<file path="src/rtl/qmem_rr_arbiter.sv">
// qmem_rr_arbiter: N-master to single-slave QMEM arbiter.
// Registered one-hot grant, locked for the whole transfer, with a selectable
// round-robin or fixed-priority policy and an optional slave-timeout watchdog.

module qmem_rr_arbiter #(
    parameter int unsigned MN  = 2,
    parameter int unsigned QAW = 22,
    parameter int unsigned QDW = 32,
    parameter int unsigned QSW = QDW / 8,
    parameter int unsigned RR  = 1,
    parameter int unsigned TMO = 0
) (
    input  logic              clk,
    input  logic              rst,
    input  logic [MN-1:0]     qm_cs,
    input  logic [MN-1:0]     qm_we,
    input  logic [MN*QSW-1:0] qm_sel,
    input  logic [MN*QAW-1:0] qm_adr,
    input  logic [MN*QDW-1:0] qm_dat_w,
    output logic [MN*QDW-1:0] qm_dat_r,
    output logic [MN-1:0]     qm_ack,
    output logic [MN-1:0]     qm_err,
    output logic              qs_cs,
    output logic              qs_we,
    output logic [QSW-1:0]    qs_sel,
    output logic [QAW-1:0]    qs_adr,
    output logic [QDW-1:0]    qs_dat_w,
    input  logic [QDW-1:0]    qs_dat_r,
    input  logic              qs_ack,
    input  logic              qs_err,
    output logic [MN-1:0]     ms,
    output logic              tmo_flag
);

    localparam int unsigned IW = (MN > 1) ? $clog2(MN) : 1;

    localparam logic [0:0] StIdle  = 1'b0;
    localparam logic [0:0] StGrant = 1'b1;

    logic [0:0]    state_q, state_d;
    logic [MN-1:0] ms_q, ms_d;
    logic [IW-1:0] gnt_q, gnt_d;
    logic [IW-1:0] last_q, last_d;
    logic          tmo_flag_q, tmo_flag_d;

    logic          hi_found, lo_found, win_found;
    logic [IW-1:0] hi_idx, lo_idx, win_idx;
    logic          gnt_cs;
    logic          tmo_fire;

    // Winner search: in round-robin mode requesters above the last grant come
    // first (lowest such index), otherwise wrap to the lowest requester overall.
    always_comb begin
        hi_found = 1'b0;
        hi_idx   = '0;
        lo_found = 1'b0;
        lo_idx   = '0;
        for (int i = MN - 1; i >= 0; i--) begin
            if (qm_cs[i]) begin
                if ((RR != 0) && (i > int'(last_q))) begin
                    hi_found = 1'b1;
                    hi_idx   = IW'(i);
                end else begin
                    lo_found = 1'b1;
                    lo_idx   = IW'(i);
                end
            end
        end
    end

    assign win_found = hi_found | lo_found;
    assign win_idx   = hi_found ? hi_idx : lo_idx;

    // Slave-side mux and master-side response routing for the granted master.
    always_comb begin
        qs_cs    = 1'b0;
        qs_we    = 1'b0;
        qs_sel   = '0;
        qs_adr   = '0;
        qs_dat_w = '0;
        qm_ack   = '0;
        qm_err   = '0;
        gnt_cs   = 1'b0;
        if (state_q == StGrant) begin
            for (int i = 0; i < MN; i++) begin
                if (gnt_q == IW'(i)) begin
                    gnt_cs    = qm_cs[i];
                    qs_cs     = qm_cs[i] & ~tmo_fire;
                    qs_we     = qm_we[i];
                    qs_sel    = qm_sel[i*QSW +: QSW];
                    qs_adr    = qm_adr[i*QAW +: QAW];
                    qs_dat_w  = qm_dat_w[i*QDW +: QDW];
                    qm_ack[i] = qs_ack;
                    qm_err[i] = qs_err | tmo_fire;
                end
            end
        end
    end

    // Read data is broadcast; each master qualifies it with its own ack.
    assign qm_dat_r = {MN{qs_dat_r}};

    // Watchdog: counts grant cycles without a slave response.
    if (TMO > 0) begin : g_tmo
        localparam int unsigned CW = $clog2(TMO + 1);
        logic [CW-1:0] cnt_q;

        // Counter clears while idle so it starts at zero on every new grant.
        always_ff @(posedge clk or negedge rst) begin
            if (!rst) begin
                cnt_q <= '0;
            end else if (state_q == StIdle) begin
                cnt_q <= '0;
            end else if (!qs_ack && !qs_err) begin
                cnt_q <= cnt_q + 1'b1;
            end
        end

        // A slave response in the expiry cycle wins over the timeout.
        assign tmo_fire = (state_q == StGrant) && (cnt_q == CW'(TMO - 1)) && !qs_ack && !qs_err;
    end else begin : g_no_tmo
        assign tmo_fire = 1'b0;
    end

    // Next-state logic: arbitrate in idle, release the grant on response/abort/timeout.
    always_comb begin
        state_d    = state_q;
        ms_d       = ms_q;
        gnt_d      = gnt_q;
        last_d     = last_q;
        tmo_flag_d = tmo_flag_q | tmo_fire;
        if (state_q == StIdle) begin
            if (win_found) begin
                state_d = StGrant;
                gnt_d   = win_idx;
                last_d  = win_idx;
                ms_d    = MN'(1) << win_idx;
            end
        end else begin
            if (qs_ack || qs_err || tmo_fire || !gnt_cs) begin
                state_d = StIdle;
                ms_d    = '0;
            end
        end
    end

    // State registers; last grant resets to MN-1 so master 0 wins first.
    always_ff @(posedge clk or negedge rst) begin
        if (!rst) begin
            state_q    <= StIdle;
            ms_q       <= '0;
            gnt_q      <= '0;
            last_q     <= IW'(MN - 1);
            tmo_flag_q <= 1'b0;
        end else begin
            state_q    <= state_d;
            ms_q       <= ms_d;
            gnt_q      <= gnt_d;
            last_q     <= last_d;
            tmo_flag_q <= tmo_flag_d;
        end
    end

    assign ms       = ms_q;
    assign tmo_flag = tmo_flag_q;

endmodule

</file>
<file path="config.mk">
export PLATFORM = sky130hd
export DESIGN_NAME = qmem_rr_arbiter
export DESIGN_NICKNAME = d
export VERILOG_FILES = /design/src/rtl/qmem_rr_arbiter.sv
export SDC_FILE = /design/constraint.sdc
export NUM_CORES = 1
export LEC_CHECK = 0
export BUFFER_PORTS_ARGS = -buffer_cell sky130_fd_sc_hd__buf_2
export CAP_MARGIN = 25
export CORE_AREA = 2 2 110 112
export CTS_CLUSTER_SIZE = 30
export DETAILED_ROUTE_END_ITERATION = 16
export DIE_AREA = 0 0 112 114
export SLEW_MARGIN = 25
export SYNTH_ARGS = -nofsm -noshare
export SYNTH_HDL_FRONTEND = slang
export SYNTH_SLANG_ARGS = --single-unit
</file>
<file path="constraint.sdc">
create_clock -name clk -period 1.23 [get_ports clk]
set_input_delay 0 -clock clk [delete_from_list [all_inputs] [get_ports clk]]
set_output_delay 0 -clock clk [all_outputs]
set_load 0.005 [all_outputs]
</file>
# Yosys cells after proc, flatten, opt, wreduce, memory -nomap -nowiden

Cells that the tools add are included.

Order comparisons: 1
Equality and inequality tests: 1
Shifts and indexed selects: 1
Muxes and demuxes: 29
Bitwise operators: 2
Reduce and logical (&&, ||, !) cells: 6

Operators with widths:

| kind                                                   | count |
|---|---|
| two-way mux 32 bit                                     | 2 |
| two-way mux 22 bit                                     | 2 |
| two-way mux 1 bit                                      | 18 |
| two-way mux 2 bit                                      | 5 |
| two-way mux 4 bit                                      | 2 |
| AND reduction 2 bit                                    | 2 |
| logical OR 1 bit                                       | 2 |
| inequality test 2 x 1 -> 1 bit (second input constant) | 1 |
| nonzero test 2 bit                                     | 1 |
| left shift 1 x 1 -> 2 bit (first input constant)       | 1 |
| greater-than comparator 1 bit (first input constant)   | 1 |
| logical NOT 1 bit                                      | 1 |
| inverter 1 bit                                         | 1 |
| bitwise OR 1 bit                                       | 1 |

Register bits: 5
Input bits: 156
Output and inout bits: 131

# Depth between registers and ports, before layout

Gate-level depths: netlist of run 1.

Depth after elaboration: 8
Depth in mapped cells: 4

# Least setup slack after synthesis of run 1

No wires, ideal clock.

Path kind: register to register
Start: register gnt_q
End: register ms_q[0], in the netlist ms[0]
Library setup time: 0.120 ns
Arrival: 0.934 ns
Setup slack: 0.176 ns
Stages on the path, launching flop included: 4
Path buffers: 0
Cells stage by stage: dfrtp_1 mux2i_1 nor2b_1 a31o_2

Word-level cells in the longest chain between the ends: 6

RTL lines:

| what                                            | RTL line | text |
|---|---|---|
| start: declaration                              | 42       | `logic [IW-1:0] gnt_q, gnt_d;` |
| start signal: assignment                        | 158      | `gnt_q <= gnt_d;` |
| two-way mux 1 bit (2 in series)                 | --       |  |
| named net qs_cs                                 | 23       | `output logic qs_cs,` |
| logical NOT 1 bit                               | 140      | `if (qs_ack \|\| qs_err \|\| tmo_fire \|\| !gnt_cs) begin` |
| logical OR 1 bit                                | 140      |  |
| inequality test 2 x 1 -> 1 bit (no source line) | --       |  |
| AND reduction 2 bit (no source line)            | --       |  |
| end signal: assignment                          | 157      | `ms_q <= ms_d;` |
| end: declaration                                | 41       | `logic [MN-1:0] ms_q, ms_d;` |

The timed path passes the listed nets, and every way through them passes these cells.
A chain may end at the register's enable or synchronous reset.

# Final worst setup path of run 1

Start: register gnt_q
End: output qs_cs

Word-level cells in the longest chain between the ends: 2

RTL lines:

| what              | RTL line | text |
|---|---|---|
| two-way mux 1 bit | 86       | `if (gnt_q == IW'(i)) begin` |
| two-way mux 1 bit | 84       | `if (state_q == StGrant) begin` |
| end: declaration  | 23       |  |

No other way between the ends.

==> results.py, run 1 <==
metrics = {
    "finish": {
        "layout_commonest_cell": "buf_2",
        "final_cell_mix": "buf_2, nor2b_1, mux2i_1",
        "drive_gt1_share_pct": 60.9,
        "syn_to_final_growth_pct": 41.3,
        "post_layout_nonfiller_instances": 497,
        "fin_nets": 507,
        "antenna_cells": 0,
    },
    "die": {
        "fp-row-count": 40,
        "core_mm2": 0.0117,
        "io_pins": 287,
        "dieArea_mm2": 0.0128,
        "die_w_um": 112,
        "start_util_pct": 16.0,
        "die_h_um": 114,
    },
    "clocking": {
        "cts-buffers-inserted": 3,
        "insertion_delay_ps": 230,
        "clk_path_buf_depth": 2,
        "cts_tree": "yes",
        "clkTransAtPathRegs_ps": 30,
        "htreeDepth": 1,
        "cts-root-buf": "clkbuf_16",
        "clock-sinks": 5,
    },
    "timing": {
        "setup_viol": 66,
        "rsz0062_at_grt": "yes",
        "skew_ps": 0.727,
        "slew_viol_final": 0,
        "final_hold_viol_count": 0,
        "finalCritPeriodShare_pct": 113,
        "fmax_mhz": 717,
        "finalCriticalPeriod_ps": 1400,
        "fin_ws_ps": -165,
    },
    "setup_path": {
        "worst_setup_path_start_kind": "flop",
        "critPathLaunch": "gnt_q$_DFFE_PN0P_",
        "cp-endpoint": "qs_cs",
        "cp_data_arrival_time_ps": 1400,
        "worst_setup_path_end_kind": "output port",
        "reg2reg_to": "state_q$_DFF_PN0_",
        "required_ps": 1230,
        "crit-reg2reg-launch": "gnt_q$_DFFE_PN0P_",
        "path_class": "reg2out",
        "r2r.worst_path.cells": 4,
        "regToRegSetupSlack_ps": -70,
        "path_max_fanout": 6,
    },
    "grt": {
        "antenna_found_initial": 0,
        "grt_max_degree": 36,
        "track_usage_pct": 8.26,
        "grt_overflow": 0,
        "grt_pass1_vias": 1680,
        "grt_pass1_wl_um": 8630,
    },
    "synthesis": {
        "ys_warn_count": 0,
        "yosysSeqAreaShare_pct": 6.73,
        "avgSynthCellArea_um2": 8.38,
        "syn-cell-area_mm2": 0.00188,
        "synth-seq-cells": 5,
        "syn-num-nets": 380,
        "ys_types": 24,
        "synth_cells": 224,
    },
    "placed_design": {
        "hpwl_um": 4940,
        "io_buffers": 189,
        "dp.cells": 488,
        "gp_congestion": 0.731,
    },
    "route": {
        "drc": 0,
        "dr.pass1.iters": 4,
        "wl_per_cell_um": 11.9,
        "finalWirelength_um": 5910,
        "ant_nets": 0,
        "num_vias": 1833,
        "dr.first_iter.drc_count": 18,
        "routed_via_density": 3.69,
    },
    "pwr": {
        "powerDensity_mw_per_mm2": 1310,
        "p_leak_nw": 1.52,
        "total_power_mw": 3.48,
        "irDropWorstVdd_uv": 629,
    },
    "worst_hold_path": {
        "hold_path.class": "in2out",
    },
    "job": {
        "maxCapViolCount": 0,
    },
    "outcome": {
        "status": "finished, violations left",
        "violations": "setup timing",
    },
}
==> flip-flops by register name, summed over array words and instances, names as in the netlist <==
signal and flops:
last_q 1, ms 2, gnt_q 1, state_q 1
==> cell families (layout without fill, tap and decap cells) <==
group	Yosys count	in the layout	share of synthesized area, %
flip-flops	5	5	6.73
AND/OR/NAND/NOR	71	71	23.3
AO/OA/AOI/OAI	8	8	3.20
buffers and inverters	79	205	34.5
other	1	1	0.200
multiplexers	60	60	32.0
==> worst min-delay path by stage <==
stage,from,endpoint,slack (ps),cells after the start
floorplan,rst,gnt_q$_DFFE_PN0P_,-300,0
global placement,rst,ms[1]$_DFFE_PN0P_,-180,1
detailed placement,rst,ms[1]$_DFFE_PN0P_,-180,1
CTS,qs_dat_r[27],qm_dat_r[27],0.05,0
global route,qs_dat_r[3],qm_dat_r[35],0.01,0
finish,qs_dat_r[15],qm_dat_r[15],0.003,0
==> area by class of cell <==
cell class / count / area (um2)
tap: 147 / 184
clock buffer: 4 / 78.8
sequential: 5 / 131
fill: 1327 / 9060
multi-input combinational: 140 / 1140
timing repair buffer: 201 / 1120
==> through the flow <==
step	hold WS, ps	utilization, %	TNS [ps]	instance area, um2	worst slack (ps)
floorplan	-296	-	0	1880	176
global placement	-178	21.0	0	2450	58.6
detailed placement	-177	21.0	0	2450	35.7
CTS	0.0507	22.4	-8240	2620	-164
global route	0.0119	22.6	-11690	2650	-225
finish	0.00293	22.6	-6930	2650	-165
==> what timing repair did <==
| action | in CTS | in global routing |
|---|---|---|
| hold endpoints to repair | 5 | 0 |
| gates resized for setup | 9 | 6 |
| hold buffers | 1 | 0 |
| setup endpoints to repair | 63 | 67 |
| pin swaps | 1 | 1 |
| setup buffers | 2 | 1 |
| gates cloned | 1 | 0 |
==> cell usage after synthesis <==
library cell / number / share of area (%)
nand2b_1: 1 / 0.33
o21bai_1: 1 / 0.40
nor2_1: 3 / 0.60
a21oi_1: 1 / 0.27
dfstp_2: 1 / 1.4
nor2b_1: 61 / 20
conb_1: 1 / 0.20
and3_1: 2 / 0.67
buf_2: 3 / 0.80
nand2_1: 1 / 0.20
buf_8: 2 / 1.6
clkbuf_1: 4 / 0.80
o22a_1: 1 / 0.47
a22oi_1: 1 / 0.40
buf_12: 5 / 5.3
dfrtp_1: 4 / 5.3
a31o_2: 1 / 0.47
o21ai_0: 1 / 0.27
mux2i_1: 60 / 32
and3b_1: 2 / 0.93
a22o_1: 1 / 0.47
o32ai_1: 1 / 0.47
buf_4: 65 / 26
nand3_1: 1 / 0.27
==> critical path, cell delays in order (launching register included) <==
cell	delay (ps)
dfrtp_4	560
buf_6	160
mux2i_4	180
nor2b_2	140
buf_2	130
==> per-layer routing <==
metal	vias to the layer above	share of wire [%]	GRT usage [%]
li1	927	-	-
met1	796	36	8.91
met2	84	52	15.4
met3	26	8.2	1.43
met4	0	3.3	4.39
met5	-	0	0
==> where the power goes <==
part           total (mW)  internal, mW  leakage [nW]  switching [mW]
clock network       0.535         0.429        0.0382           0.106
registers           0.351         0.241        0.0577           0.110
logic                2.59          1.51          1.42            1.08
Note: power is estimated with default switching activity, not from simulation.
==> run 2, diff against run 1 <==
- clock period: 1.23 -> 1.54 ns (I/O delays scaled with it)
==> results.py, run 2 (synthesis gave the netlist of run 1 again) <==
metrics = {
    "clocking": {
        "cts_resized": 0,
        "clock-sinks": 5,
        "cts_hold_buffers": 1,
        "cts-root-buf": "clkbuf_16",
        "cts_setup_buffers": 0,
        "insertion_delay_ps": 230,
        "clk_path_buf_depth": 2,
        "htreeDepth": 1,
        "cts-buffers-inserted": 3,
        "cts_tree": "yes",
        "clkTransAtPathRegs_ps": 30,
    },
    "placed_design": {
        "io_buffers": 189,
        "hpwl_um": 4730,
        "placed_area_mm2": 0.00243,
        "gp_congestion": 0.695,
        "dp.cells": 485,
        "place_ws_ps": 342,
    },
    "finish": {
        "antenna_cells": 0,
        "largest_reg_flops": 2,
        "drive_gt1_share_pct": 58.3,
        "final_util_pct": 21.5,
        "final_cell_mix": "buf_2, nor2b_1, mux2i_1",
        "post_layout_nonfiller_instances": 490,
        "fin_nets": 500,
        "final_area_mm2": 0.00252,
        "syn_to_final_growth_pct": 34.3,
        "layout_commonest_cell": "buf_2",
    },
    "grt": {
        "grt_pass1_wl_um": 7640,
        "grt_pass1_vias": 1553,
        "grt_overflow": 0,
        "grt_max_degree": 40,
        "antenna_found_initial": 0,
        "track_usage_pct": 7.28,
    },
    "timing": {
        "worst_hold_slack_ps": 0.00293,
        "fin_setup_tns_ps": 0,
        "fmax_mhz": 691,
        "slew_viol_final": 0,
        "fin_ws_ps": 93.2,
        "final_hold_viol_count": 0,
        "setup_viol": 0,
        "skew_ps": 1.59,
        "rsz0062_at_grt": "no",
        "finalCritPeriodShare_pct": 93.9,
        "finalCriticalPeriod_ps": 1450,
    },
    "outcome": {
        "status": "completed",
    },
    "setup_path": {
        "crit_path_max_incr_delay_ps": 440,
        "path_class": "reg2out",
        "worst_setup_path_end_kind": "output port",
        "required_ps": 1540,
        "r2r.worst_path.cells": 3,
        "cp_cell_sequence": "buf_12, mux2i_1, nor2b_1, buf_2",
        "cp_num_buf_inv": 2,
        "worst_setup_path_start_kind": "flop",
        "path_max_fanout": 39,
        "cp_data_arrival_time_ps": 1450,
        "worst-path-stages": 4,
        "critPathTopFamily": "flip-flops",
        "cpMaxStageDelayCell": "dfrtp_4",
    },
    "route": {
        "wl_per_cell_um": 11.2,
        "ant_nets": 0,
        "routed_via_density": 3.67,
        "dr.first_iter.drc_count": 29,
        "num_vias": 1800,
        "finalWirelength_um": 5500,
        "drc": 0,
        "dr.pass1.iters": 4,
    },
    "die": {
        "die_w_um": 112,
        "start_util_pct": 16.0,
        "core_mm2": 0.0117,
        "die_h_um": 114,
        "fp-row-count": 40,
        "dieArea_mm2": 0.0128,
        "io_pins": 287,
    },
    "pwr": {
        "p_leak_nw": 1.46,
        "total_power_mw": 2.53,
        "irDropWorstVdd_uv": 496,
        "powerDensity_mw_per_mm2": 1000,
    },
    "worst_hold_path": {
        "hold_path.class": "in2out",
        "holdPathStages": 0,
    },
    "job": {
        "maxCapViolCount": 0,
    },
}
==> run 2: changes by cell type in the layout (fill, tap and decap cells not counted), sizes merged <==
cell,change
buf,-7
==> run 2: cell type report <==
cell class	instances	area, um2
clock buffers	4	78.8
flip-flops and latches	5	131
multi-input cells	140	1100
fillers	1331	9190
well taps	147	184
repair buffers	194	1020
==> run 2: layer usage <==
metal / global-route usage, % / part of all wire (%)
met5: 0 / 0
met4: 3.74 / 3.3
met3: 2.07 / 8.9
met2: 13.5 / 53
met1: 7.52 / 35
==> run 2: path summary, 6_finish.rpt <==
check                      slack, ps                  to               start
hold / removal                 0.003        qm_dat_r[15]        qs_dat_r[15]
hold reg to reg                  520  last_q$_DFFE_PN1P_  last_q$_DFFE_PN1P_
setup / recovery                  90        qs_dat_w[31]   gnt_q$_DFFE_PN0P_
max in group asynchronous       1190  last_q$_DFFE_PN1P_                 rst
min in group asynchronous        130   ms[1]$_DFFE_PN0P_                 rst
setup reg to reg                 360   ms[0]$_DFFE_PN0P_   gnt_q$_DFFE_PN0P_
==> run 2: where the power goes <==
group          switching, mW  internal (mW)  leakage, nW
Combinational          0.812           1.02         1.37
Sequential            0.0673          0.192       0.0577
Clock                 0.0860          0.343       0.0382
==> run 3, diff against run 2 <==
- ABC_AREA: not set -> 1
==> results.py, run 3 <==
metrics = {
    "outcome": {
        "status": "completed",
    },
    "synthesis": {
        "synthMostInstantiatedCell": "nand2_1",
        "synth_edf_count": 0,
        "synth-seq-cells": 5,
        "synth_cells": 298,
        "netlist.area_leader.share_pct": 33.1,
        "yosys.area.top_type": "buf_4",
        "ys_warn_count": 0,
        "syn-num-nets": 454,
        "ys_types": 16,
        "avgSynthCellArea_um2": 5.40,
        "synth_area_leaders": "buf_4, nand2_1, a21oi_1",
        "syn-cell-area_mm2": 0.00161,
        "postSynth.asyncResetShare_pct": 100,
        "synth_commonest_cells": "nand2_1, buf_4, a21oi_1, buf_2, nor2_1",
        "yosysSeqAreaShare_pct": 7.85,
        "synth_ff_type": "dfrtp_1",
    },
    "worst_hold_path": {
        "min_from": "qs_dat_r[26]",
        "hold_path.class": "in2out",
    },
    "grt": {
        "grt_max_degree": 35,
        "grt_pass1_wl_um": 8990,
        "grt_pass1_vias": 1989,
        "track_usage_pct": 8.42,
        "grt_overflow": 0,
        "antenna_found_initial": 0,
    },
    "setup_path": {
        "required_ps": 1540,
        "path_class": "reg2out",
        "path_max_fanout": 33,
        "crit-reg2reg-launch": "gnt_q$_DFFE_PN0P_",
        "worst_setup_path_start_kind": "flop",
        "cp_data_arrival_time_ps": 1420,
        "worst_setup_path_end_kind": "output port",
        "critPathLaunch": "gnt_q$_DFFE_PN0P_",
    },
    "finish": {
        "syn_to_final_growth_pct": 43.1,
        "final_util_pct": 19.7,
        "fin_nets": 570,
        "final_cell_mix": "buf_2, nand2_1, a21oi_1",
        "largest_reg_flops": 2,
        "layout_commonest_cell": "buf_2",
        "antenna_cells": 0,
        "post_layout_nonfiller_instances": 560,
        "drive_gt1_share_pct": 49.2,
    },
    "die": {
        "io_pins": 287,
        "die_h_um": 114,
        "fp-row-count": 40,
        "dieArea_mm2": 0.0128,
        "core_mm2": 0.0117,
        "die_w_um": 112,
        "start_util_pct": 13.7,
    },
    "route": {
        "finalWirelength_um": 5900,
        "wl_per_cell_um": 10.5,
        "dr.first_iter.drc_count": 32,
        "dr.pass1.iters": 4,
        "num_vias": 2178,
        "routed_via_density": 3.89,
        "ant_nets": 0,
        "drc": 0,
    },
    "timing": {
        "fmax_mhz": 704,
        "finalCritPeriodShare_pct": 92.2,
        "finalCriticalPeriod_ps": 1420,
        "setup_viol": 0,
        "rsz0062_at_grt": "no",
        "worst_hold_slack_ps": 0.00294,
        "skew_ps": 0.656,
        "fin_setup_tns_ps": 0,
        "final_hold_viol_count": 0,
        "slew_viol_final": 0,
    },
    "pwr": {
        "powerDensity_mw_per_mm2": 1000,
        "irDropWorstVdd_uv": 626,
        "p_leak_nw": 1.39,
    },
    "clocking": {
        "htreeDepth": 1,
        "clock-sinks": 5,
        "clk_path_buf_depth": 2,
        "cts-buffers-inserted": 3,
        "insertion_delay_ps": 230,
        "cts-root-buf": "clkbuf_16",
        "cts_tree": "yes",
        "cts_setup_buffers": 0,
        "clkTransAtPathRegs_ps": 30,
    },
    "placed_design": {
        "dp.cells": 555,
        "io_buffers": 189,
        "gp_congestion": 0.755,
        "hpwl_um": 4810,
    },
    "job": {
        "maxCapViolCount": 0,
    },
}
## run 3: path summary, 6_finish.rpt
path / end / slack (ps) / cells after the start
worst max-delay path: qs_dat_w[22] / 120 / 4
worst min-delay path: qm_dat_r[26] / 0.003 / 0
worst max register to register: ms[1]$_DFFE_PN0P_ / 380 / 7
worst min register to register: last_q$_DFFE_PN1P_ / 460 / 2
max in group asynchronous: last_q$_DFFE_PN1P_ / 1220 / 2
min in group asynchronous: state_q$_DFF_PN0_ / 110 / 2
## run 3: timing repair
action                                  4_1_cts  5_1_grt
endpoints found under the setup margin        0        9
hold endpoints to repair                      5        0
hold buffers                                  1        0
resized for setup                             0        1
## run 3: cell type report
class,instances,area (um2)
clock buffer,4,78.8
fill,1382,9410
inverter,5,26.3
multi-input combinational,204,855
sequential,5,128
tap,147,184
timing repair buffer,195,1030
## run 3: through the flow
stage / power [mW] / setup WS, ps / cell area [um2]
after global routing: 2.57 / 1.48 / 2300
final: 2.30 / 120 / 2300
after global placement: 1.90 / 327 / 2210
after floorplan: 1.33 / 582 / 1610
after CTS: 2.34 / 76.2 / 2300
after detailed placement: 1.89 / 320 / 2210
## run 3: cell families (layout without fill, tap and decap cells)
family                 after synthesis  after routing  share of synthesized area (%)
AND/OR/NAND/NOR                    141            141                           33.4
buffers and inverters               89            204                           39.0
AO/OA/AOI/OAI                       62             62                           19.5
flip-flops                           5              5                           7.85
other                                1              1                          0.233
## run 3: worst max-delay path: stages (launching register included)
cell,delay (ps)
dfrtp_2,440
buf_4,340
nand2_1,120
a21oi_1,150
buf_2,120
## run 3: routing by layer
metal	part of all wire (%)	GRT usage [%]	wire (um)
met1	38	8.97	2220
met2	48	15.1	2810
met3	11	2.50	651
met4	3.8	4.39	223
met5	0	0	0
## run 3: power by group
part,leakage (nW),switching [mW],internal (mW)
clock,0.0382,0.0826,0.343
combinational,1.29,0.942,0.713
sequential,0.0586,0.0459,0.178
total,1.39,1.07,1.23
